$ cat src/rtl/eio_bus_arb_pkg.sv
// Shared types and defaults for the EIO bus arbiter (eio_bus_arb and its rr_arb2 picker).
package eio_bus_arb_pkg;

  localparam int EIO_AW        = 32;
  localparam int EIO_DW        = 32;
  localparam int EIO_TO_CYCLES = 256;

  typedef enum logic [1:0] {
    ARB_IDLE = 2'd0,
    ARB_BUS  = 2'd1,
    ARB_RESP = 2'd2
  } EIO_ARB_STATE;

  typedef enum logic {
    GNT_I = 1'b0,
    GNT_D = 1'b1
  } EIO_GNT_TYPE;

  function automatic EIO_GNT_TYPE gnt_other(input EIO_GNT_TYPE g);
    return (g == GNT_I) ? GNT_D : GNT_I;
  endfunction

endpackage

$ cat src/rtl/eio_bus_arb_rr_arb2.sv
// Combinational two-way round-robin pick between the fetch (I) and MEM (D) requesters.
module eio_bus_arb_rr_arb2
  import eio_bus_arb_pkg::*;
(
  input  logic        i_req_i,
  input  logic        d_req_i,
  input  EIO_GNT_TYPE last_gnt_i,
  output logic        valid_o,
  output EIO_GNT_TYPE gnt_o
);

  // Under contention the side that did not win last time goes first.
  always_comb begin
    valid_o = i_req_i | d_req_i;
    gnt_o   = GNT_I;
    if (i_req_i && d_req_i) begin
      gnt_o = gnt_other(last_gnt_i);
    end else if (d_req_i) begin
      gnt_o = GNT_D;
    end else begin
      gnt_o = GNT_I;
    end
  end

endmodule

$ cat src/rtl/eio_bus_arb.sv
// Round-robin arbiter sharing the single EIO bus between fetch misses and MEM loads/stores.
// Optional bus watchdog compiled in with `define EIO_BUS_TIMEOUT_EN.
module eio_bus_arb
  import eio_bus_arb_pkg::*;
#(
  parameter int AW        = EIO_AW,
  parameter int DW        = EIO_DW,
  parameter int TO_CYCLES = EIO_TO_CYCLES
) (
  input  logic          clk_in,
  input  logic          reset_in,
  input  logic          i_req,
  input  logic [AW-1:0] i_addr,
  output logic          i_ack,
  output logic          i_ack_fault,
  output logic [DW-1:0] i_ack_data,
  input  logic          d_req,
  input  logic [AW-1:0] d_addr,
  input  logic          d_rd,
  input  logic          d_wr,
  input  logic [DW-1:0] d_wr_data,
  output logic          d_ack,
  output logic          d_ack_fault,
  output logic [DW-1:0] d_ack_data,
  output logic          eio_req,
  output logic [AW-1:0] eio_addr,
  output logic          eio_rd,
  output logic          eio_wr,
  output logic [DW-1:0] eio_wr_data,
  input  logic          eio_ack,
  input  logic          eio_ack_fault,
  input  logic [DW-1:0] eio_ack_data
);

  EIO_ARB_STATE  state_q, state_d;
  EIO_GNT_TYPE   gnt_q, gnt_d, last_gnt_q, last_gnt_d, arb_gnt_s;
  logic          arb_valid_s;
  logic          eio_req_q, eio_req_d, eio_rd_q, eio_rd_d, eio_wr_q, eio_wr_d;
  logic [AW-1:0] eio_addr_q, eio_addr_d;
  logic [DW-1:0] eio_wr_data_q, eio_wr_data_d;
  logic          i_ack_q, i_ack_d, i_fault_q, i_fault_d;
  logic          d_ack_q, d_ack_d, d_fault_q, d_fault_d;
  logic [DW-1:0] i_data_q, i_data_d, d_data_q, d_data_d;
  logic          bus_done_s, bus_fault_s, bus_to_s;
  logic [DW-1:0] bus_data_s;

  if (TO_CYCLES < 2) begin : g_to_cycles_chk
    $error("eio_bus_arb: TO_CYCLES must be at least 2");
  end

  eio_bus_arb_rr_arb2 u_rr_arb2 (
    .i_req_i    (i_req),
    .d_req_i    (d_req),
    .last_gnt_i (last_gnt_q),
    .valid_o    (arb_valid_s),
    .gnt_o      (arb_gnt_s)
  );

`ifdef EIO_BUS_TIMEOUT_EN
  localparam int CW = $clog2(TO_CYCLES);
  logic [CW-1:0] to_cnt_q;

  // Watchdog: cleared while idle, counts BUS cycles that pass without eio_ack.
  always_ff @(posedge clk_in or negedge reset_in) begin
    if (!reset_in) begin
      to_cnt_q <= {CW{1'b0}};
    end else if (state_q == ARB_IDLE) begin
      to_cnt_q <= {CW{1'b0}};
    end else if ((state_q == ARB_BUS) && !eio_ack) begin
      to_cnt_q <= to_cnt_q + {{(CW-1){1'b0}}, 1'b1};
    end else begin
      to_cnt_q <= to_cnt_q;
    end
  end

  assign bus_to_s = (state_q == ARB_BUS) && (to_cnt_q == CW'(TO_CYCLES - 1));
`else
  assign bus_to_s = 1'b0;
`endif

  // Bus completion: a real ack beats a watchdog expiry in the same cycle; writes and faults return zero data.
  always_comb begin
    bus_done_s  = 1'b0;
    bus_fault_s = 1'b0;
    bus_data_s  = {DW{1'b0}};
    if ((state_q == ARB_BUS) && eio_ack) begin
      bus_done_s  = 1'b1;
      bus_fault_s = eio_ack_fault;
      bus_data_s  = (eio_rd_q && !eio_ack_fault) ? eio_ack_data : {DW{1'b0}};
    end else if (bus_to_s) begin
      bus_done_s  = 1'b1;
      bus_fault_s = 1'b1;
    end else begin
      bus_done_s  = 1'b0;
    end
  end

  // Next-state and output-register logic for the IDLE -> BUS -> RESP cycle.
  always_comb begin
    state_d       = state_q;
    gnt_d         = gnt_q;
    last_gnt_d    = last_gnt_q;
    eio_req_d     = eio_req_q;
    eio_rd_d      = eio_rd_q;
    eio_wr_d      = eio_wr_q;
    eio_addr_d    = eio_addr_q;
    eio_wr_data_d = eio_wr_data_q;
    i_ack_d       = 1'b0;
    i_fault_d     = i_fault_q;
    i_data_d      = i_data_q;
    d_ack_d       = 1'b0;
    d_fault_d     = d_fault_q;
    d_data_d      = d_data_q;
    case (state_q)
      ARB_IDLE: begin
        if (arb_valid_s) begin
          gnt_d     = arb_gnt_s;
          eio_req_d = 1'b1;
          state_d   = ARB_BUS;
          if (arb_gnt_s == GNT_I) begin
            eio_addr_d    = i_addr;
            eio_rd_d      = 1'b1;
            eio_wr_d      = 1'b0;
            eio_wr_data_d = {DW{1'b0}};
          end else begin
            eio_addr_d    = d_addr;
            eio_rd_d      = d_rd;
            eio_wr_d      = d_wr;
            eio_wr_data_d = d_wr_data;
          end
        end else begin
          state_d = ARB_IDLE;
        end
      end
      ARB_BUS: begin
        if (bus_done_s) begin
          eio_req_d = 1'b0;
          state_d   = ARB_RESP;
          if (gnt_q == GNT_I) begin
            i_ack_d   = 1'b1;
            i_fault_d = bus_fault_s;
            i_data_d  = bus_data_s;
          end else begin
            d_ack_d   = 1'b1;
            d_fault_d = bus_fault_s;
            d_data_d  = bus_data_s;
          end
        end else begin
          state_d = ARB_BUS;
        end
      end
      // The ack is visible this cycle; requests are not sampled so a stale req cannot be re-granted.
      ARB_RESP: begin
        last_gnt_d = gnt_q;
        state_d    = ARB_IDLE;
      end
      default: begin
        state_d   = ARB_IDLE;
        eio_req_d = 1'b0;
      end
    endcase
  end

  // State and output registers; reset leaves I winning the first tie.
  always_ff @(posedge clk_in or negedge reset_in) begin
    if (!reset_in) begin
      state_q       <= ARB_IDLE;
      gnt_q         <= GNT_I;
      last_gnt_q    <= GNT_D;
      eio_req_q     <= 1'b0;
      eio_rd_q      <= 1'b0;
      eio_wr_q      <= 1'b0;
      eio_addr_q    <= {AW{1'b0}};
      eio_wr_data_q <= {DW{1'b0}};
      i_ack_q       <= 1'b0;
      i_fault_q     <= 1'b0;
      i_data_q      <= {DW{1'b0}};
      d_ack_q       <= 1'b0;
      d_fault_q     <= 1'b0;
      d_data_q      <= {DW{1'b0}};
    end else begin
      state_q       <= state_d;
      gnt_q         <= gnt_d;
      last_gnt_q    <= last_gnt_d;
      eio_req_q     <= eio_req_d;
      eio_rd_q      <= eio_rd_d;
      eio_wr_q      <= eio_wr_d;
      eio_addr_q    <= eio_addr_d;
      eio_wr_data_q <= eio_wr_data_d;
      i_ack_q       <= i_ack_d;
      i_fault_q     <= i_fault_d;
      i_data_q      <= i_data_d;
      d_ack_q       <= d_ack_d;
      d_fault_q     <= d_fault_d;
      d_data_q      <= d_data_d;
    end
  end

  assign eio_req     = eio_req_q;
  assign eio_rd      = eio_rd_q;
  assign eio_wr      = eio_wr_q;
  assign eio_addr    = eio_addr_q;
  assign eio_wr_data = eio_wr_data_q;
  assign i_ack       = i_ack_q;
  assign i_ack_fault = i_fault_q;
  assign i_ack_data  = i_data_q;
  assign d_ack       = d_ack_q;
  assign d_ack_fault = d_fault_q;
  assign d_ack_data  = d_data_q;

endmodule

$ cat config.mk
export PLATFORM = sky130hd
export DESIGN_NAME = eio_bus_arb
export DESIGN_NICKNAME = d
export VERILOG_FILES = /design/src/rtl/eio_bus_arb_pkg.sv /design/src/rtl/eio_bus_arb_rr_arb2.sv /design/src/rtl/eio_bus_arb.sv
export SDC_FILE = /design/constraint.sdc
export NUM_CORES = 1
export LEC_CHECK = 0
export ABC_AREA = 0
export BUFFER_PORTS_ARGS = -buffer_cell sky130_fd_sc_hd__buf_2
export CAP_MARGIN = 20
export CORE_MARGIN = 8
export CORE_UTILIZATION = 40
export CTS_BUF_LIST = sky130_fd_sc_hd__clkbuf_4 sky130_fd_sc_hd__clkbuf_8 sky130_fd_sc_hd__clkbuf_16
export CTS_CLUSTER_SIZE = 25
export DETAILED_ROUTE_END_ITERATION = 10
export GPL_TIMING_DRIVEN = 0
export PLACE_DENSITY = 0.71
export SKIP_CTS_REPAIR_TIMING = 1
export SYNTH_ARGS = -nofsm -noshare
export SYNTH_HDL_FRONTEND = slang
export SYNTH_HIERARCHICAL = 1
export SYNTH_SLANG_ARGS = --single-unit
$ cat constraint.sdc
create_clock -name clk_in -period 3.69 [get_ports clk_in]
set_input_delay 0.5535 -clock clk_in [delete_from_list [all_inputs] [get_ports clk_in]]
set_output_delay 0.5535 -clock clk_in [all_outputs]
set_load 0.02 [all_outputs]
==> metrics.yaml <==
yosys:
  synth_edf_count: 0
  async_reset_ff_frac: 1.00
  yosys.area.top_type: "dfrtp_1"
  synth.most_common_cell: "nand2_1"
  yosysTopAreaCellShare: 0.620
  synthesis.area_um2: 5570
  yosys-top-cells-count: "nand2_1, dfrtp_1, o21ai_0"
  yosys_most_used_dff: "dfrtp_1"
  yosysWarnings: 6
  synthTopCellsByArea: "dfrtp_1, nand2_1, o21ai_0"
  synthCells: 563
  synth-seq-cells: 139
  synthDistinctLibCells: 28
  synth.avg_cell_area_um2: 9.90
  synth_fp_nets: 699
  synth_seq_area_share: 0.624
detailed_routing:
  drc: 0
  vias: 5078
  drtIter0Drc: 191
  via_per_inst: 4.84
  wirelength_mm: 17.4
  wire_per_inst_um: 16.6
  dr.pass1.iters: 4
  ant_nets: 0
place:
  post_dp_cell_area_um2: 7180
  hpwlAfterDp_mm: 13.4
  portBuffers: 270
  dp_slack_ps: 1470
  gp_congestion: 0.820
clock_network:
  insertion_delay_ps: 410
  ctsRootBufferMaster: "clkbuf_16"
  clockBufferDepth: 2
  cts_tree: "done"
  cts_max_level: 4
  numCtsBuffers: 17
  cts.sinks: 139
  clk_pin_slew_worst_paths_ps: 60
finish:
  layout-drive-gt1-share: 0.381
  fill_cells: 1276
  areaGrowthSynthToFinish_pct: 40.7
  final_util: 0.571
  fin_nets: 989
  multi_input_area_um2: 1860
  fin_area_um2: 7840
  regArea_um2: 3480
floorplan:
  die_y_um: 134
  core-area_um2: 13700
  die-area_um2: 18000
  start_util: 0.406
  pin_count: 271
  dieWidth_um: 134
  rows: 43
timing:
  min_period_ps: 1870
  max_freq_mhz: 536
  tightest_slew_ps: 725
  hold_viol: 0
  rsz0062_at_grt: "false"
  drv_slew: 0
  fin_skew_ps: 7.67
  setup_violations: 0
  post-route-period-util: 0.506
  tns_ps: 0
  setup_slack_ps: 1820
  slew_headroom: 0.517
global_route:
  grt_overflow: 0
  antenna_found_initial: 2
  grt_pass1_wl_mm: 27.8
  grt_max_degree: 71
  grt_pass1_vias: 5436
  grtUsageTotal: 0.196
worst_setup_path:
  crit-reg2reg-capture: "eio_wr_data[18]"
  rr_worst_depth: 6
  crit_end: "eio_wr_data[18]"
  crit_type: "register to register"
  end_kind: "register"
  rrSetupSlack_ps: 1820
  arrival_ps: 2220
  cp_max_fo: 10
  start_kind: "register"
  crit_start: "last_gnt_q"
  required_ps: 4050
  timing.rr.start: "last_gnt_q"
power_and_ir_drop:
  leakage_nw: 4.33
  power_density_nw_per_um2: 949
  ir_drop_v: 0.000434
outcome:
  status: "finished, final reports clean"
min_path:
  min_path_type: "input port to asynchronous set/reset pin"
job:
  maxCapViolations: 0
stage by stage:
stage	total power [mW]	hold slack (ps)	std cells
4_1_cts	7.53	167	1046
6_report	7.44	136	1049
3_5_place_dp	5.64	450	1014
3_3_place_gp	5.56	445	1013
2_1_floorplan	4.40	258	563
5_1_grt	7.94	191	1047
power by group:
part	internal, mW	switching [mW]
Sequential	2.22	0.377
Clock	1.21	0.654
Combinational	0.960	2.02
Total	4.39	3.05
layer usage:
layer | wire (um) | track usage
met5 | 0 | 0
met3 | 1800 | 0.0901
met4 | 272 | 0.0705
met1 | 6940 | 0.221
met2 | 8370 | 0.319
worst max-delay path, cell delays in order (launching register included):
cell	delay, ps
dfstp_2	370
a21boi_1	130
clkbuf_1	200
clkbuf_1	590
buf_2	330
nand3_1	120
nand2_1	80
sequential cells by signal, indices dropped and copies added (netlist names), 2 cells and up:
signal       flops
eio_addr        32
eio_wr_data     32
d_ack_data      32
i_ack_data      32
state_q          2
cell usage in the layout (no fill, tap or decap), types with 2 or more instances in the layout:
cell / instances
a21oi_1: 2
buf_2: 283
buf_6: 7
bufinv_16: 5
clkbuf_1: 18
clkbuf_16: 17
clkbuf_2: 2
clkinv_2: 3
clkinv_4: 2
dfrtp_1: 138
diode_2: 3
inv_1: 4
inv_6: 3
mux2_2: 2
mux2i_1: 32
nand2_1: 198
nand2b_1: 3
nand3_1: 33
nor2_1: 2
o21ai_0: 95
cells by family after synthesis:
kind of cell	synth area share
mux	0.0615
simple gates	0.177
compound gates	0.0947
flops	0.624
buf+inv	0.0420
worst min-delay path by stage:
stage | startpoint | slack, ps | to
finish | reset_in | 140 | d_ack_data[8]
global route | reset_in | 190 | d_ack_data[8]
CTS | reset_in | 170 | i_ack_data[0]
detailed placement | eio_wr_data[21] | 450 | eio_wr_data[21]
global placement | eio_wr_data[5] | 440 | eio_wr_data[5]
floorplan | reset_in | 260 | d_ack
layout make-up:
| class | instances | share of cell area |
|---|---|---|
| Tap cell | 180 | 0.0287 |
| Timing Repair Buffer | 271 | 0.177 |
| Buffer | 41 | 0.0279 |
| Clock buffer | 18 | 0.0552 |
| Sequential cell | 139 | 0.444 |
| Inverter | 4 | 0.00192 |
| Multi-Input combinational cell | 379 | 0.237 |
| Antenna cell | 3 | 0.000958 |
| Clock inverter | 14 | 0.0276 |
No activity file was read; power rests on OpenSTA's default activity.
